===== src/rtl/riscv_pkg.sv =====
`timescale 1ns/1ps
// Shared types for the riscv data-memory path: access size, arbiter states,
// and the byte-count helper used by the byte sequencer.
package riscv_pkg;

    typedef enum logic [1:0] {
        SZ_B = 2'b00,
        SZ_H = 2'b01,
        SZ_W = 2'b10
    } mem_size_t;

    typedef enum logic [1:0] {
        IDLE,
        XFER,
        LAST,
        ACK
    } arb_state_t;

    // Raw size code to enum; the reserved code 11 is handled as a word.
    function automatic mem_size_t decode_size(input logic [1:0] raw);
        case (raw)
            2'b00:   return SZ_B;
            2'b01:   return SZ_H;
            default: return SZ_W;
        endcase
    endfunction

    // Number of byte cycles for one access.
    function automatic logic [2:0] nbytes(input mem_size_t sz);
        case (sz)
            SZ_B:    return 3'd1;
            SZ_H:    return 3'd2;
            default: return 3'd4;
        endcase
    endfunction

endpackage


===== src/rtl/dmem_rr_pick.sv =====
`timescale 1ns/1ps
// Two-requester round-robin pick. `last` = 1 means dbg was granted last,
// so on a tie the cpu wins; `last` = 0 hands a tie to dbg.
module dmem_rr_pick
    import riscv_pkg::*;
(
    input  logic cpu_req,
    input  logic dbg_req,
    input  logic last,
    output logic grant,
    output logic grant_dbg
);

    // Grant whichever requester is alone, or the one not served last on a tie.
    always_comb begin
        grant     = cpu_req | dbg_req;
        grant_dbg = dbg_req & (~cpu_req | ~last);
    end

endmodule


===== src/rtl/dmem_arbiter.sv =====
`timescale 1ns/1ps
// Byte-serial sequencer and cpu/debug arbiter for the single byte port of
// the data memory. Accesses of 1/2/4 bytes are split into little-endian byte
// cycles; load bytes arrive one cycle after their strobe and are assembled
// into rdata.
module dmem_arbiter
    import riscv_pkg::*;
#(
    parameter int ADDR_W = 32
) (
    input  logic              clk,
    input  logic              rst,
    input  logic              cpu_req,
    input  logic              cpu_we,
    input  logic [ADDR_W-1:0] cpu_addr,
    input  logic [1:0]        cpu_size,
    input  logic [31:0]       cpu_wdata,
    output logic              cpu_ack,
    output logic              cpu_stall,
    input  logic              dbg_req,
    input  logic              dbg_we,
    input  logic [ADDR_W-1:0] dbg_addr,
    input  logic [1:0]        dbg_size,
    input  logic [31:0]       dbg_wdata,
    output logic              dbg_ack,
    output logic [31:0]       rdata,
    output logic              mem_en,
    output logic              mem_we,
    output logic [ADDR_W-1:0] mem_addr,
    output logic [7:0]        mem_wdata,
    input  logic [7:0]        mem_rdata
);

    arb_state_t        state;
    arb_state_t        state_next;

    logic              pick_valid;
    logic              pick_dbg;
    logic              last;
    logic              sel_dbg;

    logic              lat_we;
    logic [ADDR_W-1:0] lat_addr;
    mem_size_t         lat_size;
    logic [31:0]       lat_wdata;
    logic [1:0]        k;
    logic [1:0]        k_inc;
    logic [1:0]        k_dec;
    logic              last_byte;

    logic [ADDR_W-1:0] req_addr;
    logic [31:0]       req_wdata;

    dmem_rr_pick u_pick (
        .cpu_req   (cpu_req),
        .dbg_req   (dbg_req),
        .last      (last),
        .grant     (pick_valid),
        .grant_dbg (pick_dbg)
    );

    assign k_inc     = k + 2'd1;
    assign k_dec     = k - 2'd1;
    assign last_byte = ({1'b0, k} == (nbytes(lat_size) - 3'd1));
    assign req_addr  = pick_dbg ? dbg_addr  : cpu_addr;
    assign req_wdata = pick_dbg ? dbg_wdata : cpu_wdata;

    // State register.
    always_ff @(posedge clk or negedge rst) begin
        if (!rst) state <= IDLE;
        else      state <= state_next;
    end

    // Next-state: grant from IDLE, walk the bytes, then one ack cycle.
    always_comb begin
        state_next = state;
        case (state)
            IDLE: if (pick_valid) state_next = XFER;
            XFER: if (last_byte)  state_next = lat_we ? ACK : LAST;
            LAST: state_next = ACK;
            ACK:  state_next = IDLE;
            default: state_next = IDLE;
        endcase
    end

    // Ack decode: one pulse to whichever requester owns the transfer.
    always_comb begin
        cpu_ack = (state == ACK) & ~sel_dbg;
        dbg_ack = (state == ACK) &  sel_dbg;
    end

    assign cpu_stall = cpu_req & ~cpu_ack;

    // Datapath: latch the granted request, drive the registered byte port
    // one byte ahead of the counter, and assemble returning load bytes.
    // Byte k's read data is present while the counter shows k+1 (or in LAST
    // for the final byte), hence the k-1 capture index in XFER.
    always_ff @(posedge clk or negedge rst) begin
        if (!rst) begin
            last      <= 1'b1;
            sel_dbg   <= 1'b0;
            lat_we    <= 1'b0;
            lat_addr  <= '0;
            lat_size  <= SZ_B;
            lat_wdata <= '0;
            k         <= '0;
            rdata     <= '0;
            mem_en    <= 1'b0;
            mem_we    <= 1'b0;
            mem_addr  <= '0;
            mem_wdata <= '0;
        end else begin
            case (state)
                IDLE: begin
                    if (pick_valid) begin
                        sel_dbg   <= pick_dbg;
                        lat_we    <= pick_dbg ? dbg_we : cpu_we;
                        lat_addr  <= req_addr;
                        lat_size  <= decode_size(pick_dbg ? dbg_size : cpu_size);
                        lat_wdata <= req_wdata;
                        k         <= '0;
                        mem_en    <= 1'b1;
                        mem_we    <= pick_dbg ? dbg_we : cpu_we;
                        mem_addr  <= req_addr;
                        mem_wdata <= req_wdata[7:0];
                    end
                end
                XFER: begin
                    if (!lat_we && (k != 2'd0)) begin
                        if (k == 2'd1) rdata <= {24'h0, mem_rdata};
                        else           rdata[{k_dec, 3'b000} +: 8] <= mem_rdata;
                    end
                    if (last_byte) begin
                        mem_en    <= 1'b0;
                        mem_we    <= 1'b0;
                        mem_addr  <= '0;
                        mem_wdata <= '0;
                    end else begin
                        k         <= k_inc;
                        mem_addr  <= lat_addr + ADDR_W'(k_inc);
                        mem_wdata <= lat_wdata[{k_inc, 3'b000} +: 8];
                    end
                end
                LAST: begin
                    if (k == 2'd0) rdata <= {24'h0, mem_rdata};
                    else           rdata[{k, 3'b000} +: 8] <= mem_rdata;
                end
                ACK: begin
                    last <= sel_dbg;
                end
                default: ;
            endcase
        end
    end

endmodule


===== config.mk =====
export PLATFORM = sky130hd
export DESIGN_NAME = dmem_arbiter
export DESIGN_NICKNAME = d
export VERILOG_FILES = /design/src/rtl/riscv_pkg.sv /design/src/rtl/dmem_rr_pick.sv /design/src/rtl/dmem_arbiter.sv
export SDC_FILE = /design/constraint.sdc
export NUM_CORES = 1
export LEC_CHECK = 0
export CORE_AREA = 3 3 137 125
export DETAILED_ROUTE_END_ITERATION = 8
export DIE_AREA = 0 0 140 128
export PLACE_DENSITY = 0.8
export REMOVE_ABC_BUFFERS = 1
export SLEW_MARGIN = 20
export SYNTH_ARGS = -nofsm -noshare
export SYNTH_HDL_FRONTEND = slang
export SYNTH_SLANG_ARGS = --single-unit

===== constraint.sdc =====
create_clock -name clk -period 3.05 [get_ports clk]
set_input_delay 0.61 -clock clk [delete_from_list [all_inputs] [get_ports clk]]
set_output_delay 0.61 -clock clk [all_outputs]
set_load 0.01 [all_outputs]

==> results.toml <==
[sta]
fmaxAchievable_mhz = 369
rsz0062_at_grt = "no"
setup_viol = 0
skew_ns = 0.0101
finalMaxSlewViolations = 0
relSlewSlack = 0.402
worst_slack_ns = 0.337
fin_crit_sh = 0.890
fin_crit_ns = 2.71
worst_pin_slew_ns = 0.891
fin_hold_ws_ns = 0.214
hold_viol = 0
tns_ns = 0

[logic_synthesis]
synthArstFlopShare = 1.00
synth_top_area_frac = 0.484
yosysSeqAreaShare = 0.487
synthDistinctLibCells = 58
synth_warnings = 0
synth_common_cells = "146 x dfrtp_1, 125 x nand2_1, 99 x o21ai_0, 67 x mux2i_1, 29 x clkbuf_1"
syn_inst = 733
synthFlopType = "dfrtp_1"
syn_area_um2 = 7550
synth_edf_count = 0
yosysMostFrequentCell = "dfrtp_1"
synth_area_leaders = "dfrtp_1 48%, mux2i_1 8.9%, o21ai_0 6.6%"
ys_ff_latch = 147
syn_area_per_cell_um2 = 10.3
synth_top_area_cell = "dfrtp_1"

[clock_tree]
post_cts_buffers = 0
clk_pin_slew_ns = 0.06
cts.path.max_buffers = 2
numCtsBuffers = 17
tritoncts = "done"
clk_latency_ns = 0.42
ctsRootBufferMaster = "clkbuf_16"
hold_buffers = 0
cts_sinks = 147
htree_levels = 4
cts_resized = 0

[setup_path]
rr_worst_depth = 8
critical_path_class = "reg -> reg"
slowest_stage = "nor3_1"
r2r-end = "mem_addr[26]"
start_kind = "flip-flop"
rrSetupSlack_ns = 0.34
worst-endpoint-arrival_ns = 3.00
r2r-start = "k[1]"
worst_ep_required_time_ns = 3.34
critPathMaxFanout = 7
endpoint_kind = "flip-flop"
path_cells = "inv_1 > ha_1 > fa_1 > nand2_1 > nor3_1 > nand4_1 > xor2_1 > o221ai_2"
slowest_delay_ns = 0.74

[flow_run]
maxCapViolCount = 0

[die]
dieArea_um2 = 17900
die_x_um = 140
io_pins = 223
start_util = 0.484
coreArea_um2 = 15600
rows = 43
die_h_um = 128

[layout]
antenna_cells = 0
nets = 1104
post_route_cells_drive_above_1_share = 0.0898
areaGrowthSynthToFinish_pct = 40.9
final_cells = 1160
finish.utilization = 0.682
final_cell_area_um2 = 10600

[routing]
via_count = 6396
routed_wl_um = 19700
viasPerCell = 5.51
firstDrtPassIters = 5
wire_per_inst_um = 17.0
drc = 0
postRouteAntennaNets = 0
drt_iter0_markers = 494

[global_routing]
grt_pass1_vias = 6443
grt_max_degree = 87
grt_pass1_wl_um = 32700
grt_use_total = 0.225
antenna_found_initial = 0
gr-total-overflow = 0

[pwr]
p_total_mw = 10.5
p_leak_nw = 4.50
ir_drop_v = 0.000754
powerDensity_nw_per_um2 = 988

[placed_design]
placedInstanceArea_um2 = 10000
dp.cells = 1128
dp_slack_ns = 0.380
portBuffers = 222
gp_congestion = 0.803
dp_hpwl_um = 14400

[worst_hold_path]
hold_class = "in -> async"

[status]
status = "completed"
## critical path, delay by kind of cell (launching register included)
family | cells | cell delay (ns)
AND/OR/NAND/NOR | 3 | 1.07
adder cells (fa/ha/maj) | 2 | 0.68
flip-flops | 1 | 0.41
XOR/XNOR | 1 | 0.22
AO/OA/AOI/OAI | 1 | 0.11
buffers and inverters | 1 | 0.10
## per-layer routing
layer	GRT usage	wire length, µm	up-vias
met3	0.0556	1250	23
li1	-	-	3072
met2	0.365	9550	243
met5	0	0	-
met1	0.304	8620	3058
met4	0.0638	264	0
## how the worst max path moves through the flow
stage	cells past startpoint	from	slack [ns]	to
global placement	8	k[1]	0.45	mem_addr[26]
finish	8	k[1]	0.34	mem_addr[26]
floorplan	3	dbg_req	-5.82	lat_addr[18]
detailed placement	8	k[1]	0.38	mem_addr[26]
global route	8	k[1]	0.11	mem_addr[24]
CTS	8	k[1]	0.35	mem_addr[26]
## cell families (layout without fill, tap and decap cells)
kind of cell    Yosys count  count (layout)  synth area share
compound gates          185             185             0.160
xor+xnor                 30              30            0.0348
fa+ha+maj                13              13            0.0225
buf+inv                  58             283            0.0340
flops                   147             147             0.487
mux                      84              84             0.126
simple gates            216             216             0.135
## state kept, by name, indices dropped and copies added (netlist names)
signal     cells
lat_addr      32
mem_wdata      8
mem_en         1
state          2
mem_addr      32
last           1
sel_dbg        1
lat_we         1
k              2
lat_wdata     32
mem_we         1
rdata         32
lat_size       2
## cell usage in the layout (no fill, tap or decap), drive strengths merged, types with 3 or more instances in the layout
cell	count
clkdlybuf4s50	221
dfrtp	146
nand2	126
o21ai	100
mux2i	67
nor2	27
o221ai	26
clkbuf	21
nand3	19
xor2	18
buf	18
a22o	17
a21oi	17
nand4	14
inv	14
xnor2	12
ha	12
mux2	9
o21a	8
mux4	8
nor2b	4
nor3	4
and4	4
bufinv	4
and2	3
and3	3
a31oi	3
clkinv	3
nor4	3
## layout make-up
type | instances | area, µm²
Multi-Input combinational cell | 528 | 3640
Clock buffer | 21 | 460
Inverter | 12 | 45.0
Fill cell | 1208 | 4960
Timing Repair Buffer | 239 | 2390
Clock inverter | 11 | 175
Tap cell | 202 | 253
Sequential cell | 147 | 3680
## power by group
part	internal (mW)	switching, mW	leakage [nW]
registers	2.83	0.634	1.84
clock network	1.42	0.819	0.304
logic	2.25	2.56	2.35
total	6.50	4.01	4.50
No activity file was read; power rests on OpenSTA's default activity.
